`config.mk`:
```
export PLATFORM = sky130hd
export DESIGN_NAME = regfile_sb
export DESIGN_NICKNAME = d
export VERILOG_FILES = /design/src/rtl/regfile_sb_pkg.sv /design/src/rtl/regfile_sb_scoreboard.sv /design/src/rtl/regfile_sb.sv
export SDC_FILE = /design/constraint.sdc
export NUM_CORES = 2
export LEC_CHECK = 0
export CAP_MARGIN = 20
export CORE_AREA = 2 2 254 444
export DETAILED_ROUTE_END_ITERATION = 12
export DIE_AREA = 0 0 256 446
export GPL_TIMING_DRIVEN = 0
export PLACE_DENSITY = 0.7
export SYNTH_ARGS = -nofsm -noshare
export SYNTH_HDL_FRONTEND = slang
export SYNTH_SLANG_ARGS = --single-unit
```
`constraint.sdc`:
```
create_clock -name CLK -period 2.14 [get_ports CLK]
set_clock_uncertainty 0.05 [all_clocks]
set_input_delay 0.321 -clock CLK [delete_from_list [all_inputs] [get_ports CLK]]
set_output_delay 0.321 -clock CLK [all_outputs]
set_load 0.02 [all_outputs]
```
`src/rtl/regfile_sb_pkg.sv`:
```
// regfile_sb_pkg: shared widths and constants for the scoreboarded register file.
package regfile_sb_pkg;
  localparam int MXLEN = 32;
  localparam int REGFILE_MAX_RD = 4;
  localparam logic [4:0] REG_ZERO = 5'd0;
endpackage

```
`src/rtl/regfile_sb_scoreboard.sv`:
```
// regfile_sb_scoreboard: per-register busy bits; flush beats set, set beats clear.
module regfile_sb_scoreboard
  import regfile_sb_pkg::*;
#(
  parameter int REG_NUM = 32,
  parameter int ADDR_W  = 5
) (
  input  logic              CLK,
  input  logic              RST_N,
  input  logic              flush,
  input  logic              set,
  input  logic [ADDR_W-1:0] set_addr,
  input  logic              clr,
  input  logic [ADDR_W-1:0] clr_addr,
  output logic [REG_NUM-1:0] busy
);
  logic [REG_NUM-1:0] busy_d;
  always_comb begin
    busy_d = '0;
    for (int r = 1; r < REG_NUM; r++)
      busy_d[r] = flush ? 1'b0 :
                  (set && set_addr == ADDR_W'(r)) ? 1'b1 :
                  (clr && clr_addr == ADDR_W'(r)) ? 1'b0 : busy[r];
  end
  always_ff @(posedge CLK or negedge RST_N) begin
    if (!RST_N) busy <= '0;
    else busy <= busy_d;
  end
endmodule

```
`src/rtl/regfile_sb.sv`:
```
// regfile_sb: N-read/1-write register file with x0 = 0 and a RAW busy scoreboard.
// Define REGFILE_SB_BYPASS_EN for same-cycle write-to-read forwarding.
module regfile_sb
  import regfile_sb_pkg::*;
#(
  parameter int XLEN    = MXLEN,
  parameter int REG_NUM = 32,
  parameter int ADDR_W  = 5,
  parameter int NUM_RD  = 2
) (
  input  logic                     CLK,
  input  logic                     RST_N,
  input  logic                     exception,
  input  logic                     flush,
  input  logic [NUM_RD*ADDR_W-1:0] r_addr,
  output logic [NUM_RD*XLEN-1:0]   r_data,
  output logic [NUM_RD-1:0]        r_busy,
  input  logic                     reg_write,
  input  logic [ADDR_W-1:0]        w_addr,
  input  logic [XLEN-1:0]          w_data,
  input  logic                     iss_valid,
  input  logic [ADDR_W-1:0]        iss_rd,
  output logic [REG_NUM-1:0]       busy_vec
);
  if (ADDR_W != $clog2(REG_NUM) || NUM_RD < 1 || NUM_RD > REGFILE_MAX_RD || REG_NUM < 2) begin : g_bad_param
    $error("regfile_sb: illegal parameter combination");
  end
  localparam logic [ADDR_W-1:0] ZERO = ADDR_W'(REG_ZERO);
  logic [XLEN-1:0] regs [REG_NUM];
  logic wr;
  assign wr = reg_write && !exception && w_addr != ZERO && int'(w_addr) < REG_NUM;
  always_ff @(posedge CLK or negedge RST_N) begin
    if (!RST_N) begin
      for (int r = 0; r < REG_NUM; r++) regs[r] <= '0;
    end else if (wr) begin
      regs[w_addr] <= w_data;
    end
  end
  regfile_sb_scoreboard #(.REG_NUM(REG_NUM), .ADDR_W(ADDR_W)) u_sb (
    .CLK      (CLK),
    .RST_N    (RST_N),
    .flush    (flush),
    .set      (iss_valid),
    .set_addr (iss_rd),
    .clr      (reg_write),
    .clr_addr (w_addr),
    .busy     (busy_vec)
  );
  for (genvar i = 0; i < NUM_RD; i++) begin : g_rd
    logic [ADDR_W-1:0] a;
    logic ok;
    assign a  = r_addr[i*ADDR_W +: ADDR_W];
    assign ok = a != ZERO && int'(a) < REG_NUM;
`ifdef REGFILE_SB_BYPASS_EN
    logic byp;
    assign byp = wr && w_addr == a;
    assign r_data[i*XLEN +: XLEN] = byp ? w_data : ok ? regs[a] : '0;
    assign r_busy[i] = !byp && ok && busy_vec[a];
`else
    assign r_data[i*XLEN +: XLEN] = ok ? regs[a] : '0;
    assign r_busy[i] = ok && busy_vec[a];
`endif
  end
endmodule

```
# Word-level counts from Yosys, hierarchy flattened
# Cells that the tools add are included.
dict set report classes {
  n_shift 0
  addsub 0
  n_bitwise 3
  muxes 108
  n_eq_ne 62
  mul 0
  div_mod_pow 0
  n_reduce_logical 102
  magnitude_cmp 6
}
# cell count
set ops {}
lappend ops {{bitwise mux 1024 bit} 1}
lappend ops {{binary-select mux 32 bit (select 5 bit)} 2}
lappend ops {{two-way mux 32 bit} 7}
lappend ops {{demux 32 bit (select 5 bit)} 1}
lappend ops {{equality test 5 bit (second input constant)} 32}
lappend ops {{two-way mux 1 bit} 95}
lappend ops {{nonzero test 3 bit} 31}
lappend ops {{equality test 5 x 4 -> 1 bit (second input constant)} 16}
lappend ops {{logical AND 1 bit} 67}
lappend ops {{equality test 5 x 3 -> 1 bit (second input constant)} 8}
lappend ops {{equality test 5 x 2 -> 1 bit (second input constant)} 4}
lappend ops {{greater-or-equal comparator 6 bit (second input constant)} 3}
lappend ops {{NOT 5 -> 6 bit} 3}
lappend ops {{nonzero test 5 bit} 3}
lappend ops {{< comparator 5 x 6 -> 1 bit (second input constant)} 2}
lappend ops {{binary-select mux 1 bit (select 5 bit)} 2}
lappend ops {{equality test 5 x 1 -> 1 bit (second input constant)} 2}
lappend ops {{< comparator 6 x 1 -> 1 bit (second input constant)} 1}
lappend ops {{logical NOT 1 bit} 1}
dict set report word_totals {
  output_inout_bits 98
  n_memories 0
  in_bits 58
  ramBits 0
  rom_bits 0
  latchBits 0
  register_bits 1055
}

# Depth between registers and ports, before layout
dict set report depth {
  ltp_word 6
  ltp_mapped 9
  ltp_nobuf 4
}

# By module
# From an unflattened synthesis, not the netlist that was laid out.
dict set report hier_totals {
  cells_unflattened 3910
  area_unflattened_um2 56558.0
}
# module seq_area_each_um2 area_per_inst_um2 cells_per_inst n_inst
set modules_own_cells {}
lappend modules_own_cells {regfile_sb 25624.6 55066.6 3751 1}
lappend modules_own_cells {regfile_sb_scoreboard 775.7 1491.4 159 1}

# Worst setup path after synthesis
# OpenSTA, ideal clock, no wires.
dict set report synth_timing {
  kind {input to output}
  startpoint {input r_addr[0]}
  endpoint {output r_data[29]}
  cell_stages 9
  required_ns 1.769
  path_slack_ns -0.317
  arrival_ns 2.086
  path_cell_list {buf_2 -> buf_6 -> buf_4 -> nor4_1 -> nor2_1 -> buf_2 -> buf_1 -> a221oi_1 -> a221oi_1}
}
dict set report synth_via {
  elab_chain_len 5
  word_cells_on_any_way 6
}
# item line_no
set synth_lines {}
lappend synth_lines {{start, declared} regfile_sb.sv:15} ;# input logic [NUM_RD*ADDR_W-1:0] r_addr,
lappend synth_lines {{NOT 5 -> 6 bit (implied by the code)} regfile_sb.sv:60} ;# assign r_data[i*XLEN +: XLEN] = ok ? regs[a] : '0;
lappend synth_lines {{binary-select mux 32 bit (select 5 bit)} regfile_sb.sv:60}
lappend synth_lines {{two-way mux 32 bit (implied by the code) (2 in series)} regfile_sb.sv:60}
lappend synth_lines {{two-way mux 32 bit (*)} regfile_sb.sv:60}
lappend synth_lines {{end, declared} regfile_sb.sv:16} ;# output logic [NUM_RD*XLEN-1:0] r_data,
# Mark *: on every way between the ends. The rest lies on a longest branch, timed or not. The select of a mux whose other input is x is not followed.

# Worst setup path in the final report
dict set report layout_timing {
  startpoint {input r_addr[3]}
  endpoint {output r_data[17]}
}
# The elaborated chain is that of the path after synthesis.

==> summary.txt <==
Synthesis
  – Syn_nets: 3,716
  – Register area share after synthesis: 47.03%
  – Top FF cell, synth: dfrtp_1
  – FFs w/ async S/R, synth: 100.0%
  – Gate Count Post-Synth: 3,658
  – Largest area contributor in the netlist: dfrtp_1
  – Top post-synthesis cells by area: dfrtp_1, mux4_2, mux2_2
  – Mapped cell area: 56,140 um^2
  – Top cell type's share of synthesized area: 47.03%
  – Post-synth EDFFs: 0
  – Yosys cell types: 43
  – #FFs+latches synth: 1,055
  – Syn. warnings: 0
  – Synthesized area per cell: 15.35 um^2

Timing
  – Final WS setup: -846.4 ps
  – Final setup vio count: 102
  – Tmin final: 2986 ps
  – Slew Viols, Final: 0
  – Max Fclk: 334.9 MHz
  – Worst Max-Slew Pin Slew: 1274 ps
  – Tcrit/Tclk final: 139.6%
  – Worst hold slack: -469.6 ps
  – Headroom to the max-slew limit: 15.03%
  – Fin. Hold Viols: 147
  – RSZ-0062 raised after global routing: true

Setup path
  – Worst setup EP type: primary output
  – Crit start category: input pin
  – Worst Path Required: 1770 ps
  – CP Max Fanout: 8
  – Worst path arrival time: 2620 ps
  – CP Class: input pin to primary output

Finish
  – Post-route cell area: 68,040 um^2
  – Synth-to-Final Area Change: 21.21%
  – Layout net count: 4,186
  – Layout Cells excl Fill: 5,695
  – Layout cells sized above 1: 56.74%

Clock network
  – H-tree levels: 3
  – Root buf cell: clkbuf_16
  – Longest Clk Path Bufs: 3
  – Cts hold-fix bufs: 5
  – CTS tree: yes
  – Reg clk slew, reported paths: 60 ps
  – Clk Latency, worst-skew pair: 750 ps
  – CTS buffer count: 99
  – CTS sink cnt: 1,055

Global route
  – First-pass GRT wire length: 313.1 mm
  – Gr usage total: 39.46%
  – GRT overflow: 0
  – Initial antenna violation count: 8
  – Vias in the first global route: 42,390
  – Largest net degree at the start of global routing: 173

Placed design
  – Placed cell area: 61,000 um^2
  – Post-place setup slack: -2580 ps
  – Post-placement cell count: 5,318
  – HPWL after DPL: 152.0 mm
  – IO buf count: 144
  – RD Place Congestion: 0.9783

Min path
  – HP Class: input pin to async pin

Die
  – Initial Util: 50.63%
  – Die height: 446 um
  – Num ports: 156
  – Die width: 256 um
  – Die area: 114,200 um^2
  – FP Rows: 162
  – Core area: 110,900 um^2

Routing
  – Pre-antenna DRT Iters: 5
  – Via count: 40,630
  – Post-DR wirelength/cell: 39.52 um
  – Via density per instance: 7.134
  – DR iter-0 viols: 4,612
  – DR DRC count: 0
  – DRT Wirelength: 225.1 mm
  – Antenna Nets Post-Route: 0

Run status
  – Failing checks: negative hold slack, negative setup slack
  – Status: complete, but fails checks

Pwr
  – Leakage power: 30.53 nW
  – Pwr Total: 54.74 mW
  – Power per Cell Area: 804.6 nW/um^2
  – Max VDD drop: 734.7 uV

Job
  – Max_cap viols: 0
==> final timing paths <==
path	slack, ps	to	start	depth (start not counted)
max	-850	r_data[17]	r_addr[3]	6
min	-470	regs[322]	RST_N	1
max reg2reg	1030	regs[244]	regs[244]	3
min reg2reg	420	regs[1022]	regs[1022]	1
max in group asynchronous	530	regs[817]	RST_N	4
min in group CLK	190	u_sb.busy[19]	flush	2
==> timing repair <==
item | in CTS | in global routing
cloned | 1 | 1
endpoints found under the hold margin | 155 | 147
pin swaps | 68 | 52
buffers inserted | 148 | 36
setup endpoints to repair | 1081 | 727
gates resized for setup | 917 | 107
==> cell usage after synthesis (all sizes together) (2+ instances only) <==
master,number
nand3,12
o32ai,2
mux2,1058
nand2,43
or3b,2
a21o,2
mux2i,200
nand2b,5
nor2,27
o21ai,63
nor3b,2
clkbuf,210
a21oi,31
a221oi,92
buf,217
a22oi,32
nand3b,5
and2,3
nor4,2
dfrtp,1055
nor3,4
a221o,34
a31oi,33
or2,2
nor2b,17
mux4,493
inv,3
==> sequential cells by signal, indices dropped and copies added, names as in the netlist <==
signal / cells
u_sb.busy: 31
regs: 1024
==> final cells by class <==
type | count | area (um^2)
Buffer | 421 | 3078
Antenna cell | 7 | 17.52
Timing Repair Buffer | 375 | 3717
Multi-Input combinational cell | 2173 | 29570
Clock inverter | 45 | 498.0
Sequential cell | 1055 | 26410
Tap cell | 1476 | 1847
Inverter | 3 | 13.76
Fill cell | 8329 | 42830
Clock buffer | 140 | 2895
==> where the power goes <==
part / internal [mW] / total (mW) / leakage (nW) / switching [mW]
combinational: 6.17 / 11.5 / 14.8 / 5.33
clock: 10.4 / 18.9 / 1.67 / 8.43
sequential: 22.4 / 24.4 / 14.1 / 1.95
total: 39.0 / 54.7 / 30.5 / 15.7
==> layout by cell type (no fill, tap or decap), drive strengths merged, types with 3 or more instances in the layout <==
cell type / synthesis / final
mux2i: 200 / 200
inv: 3 / 5
nand3b: 5 / 5
mux4: 493 / 493
o21ai: 63 / 63
a21oi: 31 / 31
dfrtp: 1055 / 1055
nor2: 27 / 27
nand2b: 5 / 5
clkinvlp: 0 / 5
clkdlybuf4s50: 0 / 39
and2: 3 / 3
nand3: 12 / 12
dlygate4sd3: 0 / 5
a22oi: 32 / 32
clkbuf: 210 / 349
nand2: 43 / 43
buf: 217 / 501
clkinv: 0 / 30
dlygate4sd2: 0 / 25
bufinv: 0 / 8
mux2: 1058 / 1058
a31oi: 33 / 33
a221o: 34 / 34
dlymetal6s2s: 0 / 11
diode: 0 / 7
a221oi: 92 / 92
nor2b: 17 / 17
nor3: 4 / 4
clkdlybuf4s15: 0 / 4
==> critical path, cell delays in order <==
cell and delay [ps]:
clkdlybuf4s50_1 660, nor2b_1 500, clkbuf_1 540, buf_8 280, a221oi_2 120, buf_4 180
==> cells by family after synthesis <==
family	synth area share (%)
AOI/OAI and AO/OA	3.780
buffers and inverters	3.473
DFF	47.03
muxes	44.57
other	0.006680
and+or+nand+nor	1.143
==> through the flow <==
stage / utilization, % / hold slack, ps / TNS (ps)
floorplan: - / -24.59 / -993.2
CTS: 60.77 / -420.5 / -44830
detailed placement: 55.02 / 351.1 / -1501470
global placement: 54.31 / 388.4 / -
finish: 61.37 / -469.6 / -45500
global route: 61.35 / -372.2 / -44670
==> layer usage <==
metal	part of all wire, %	track usage [%]	up-vias	routed length (um)
li1	-	-	15220	-
met1	32	43.20	21250	72590
met2	47	62.29	2899	105200
met3	9.9	11.58	1247	22270
met4	11	35.63	6	24960
met5	0.021	0	-	48
No activity file was read; power rests on OpenSTA's default activity.
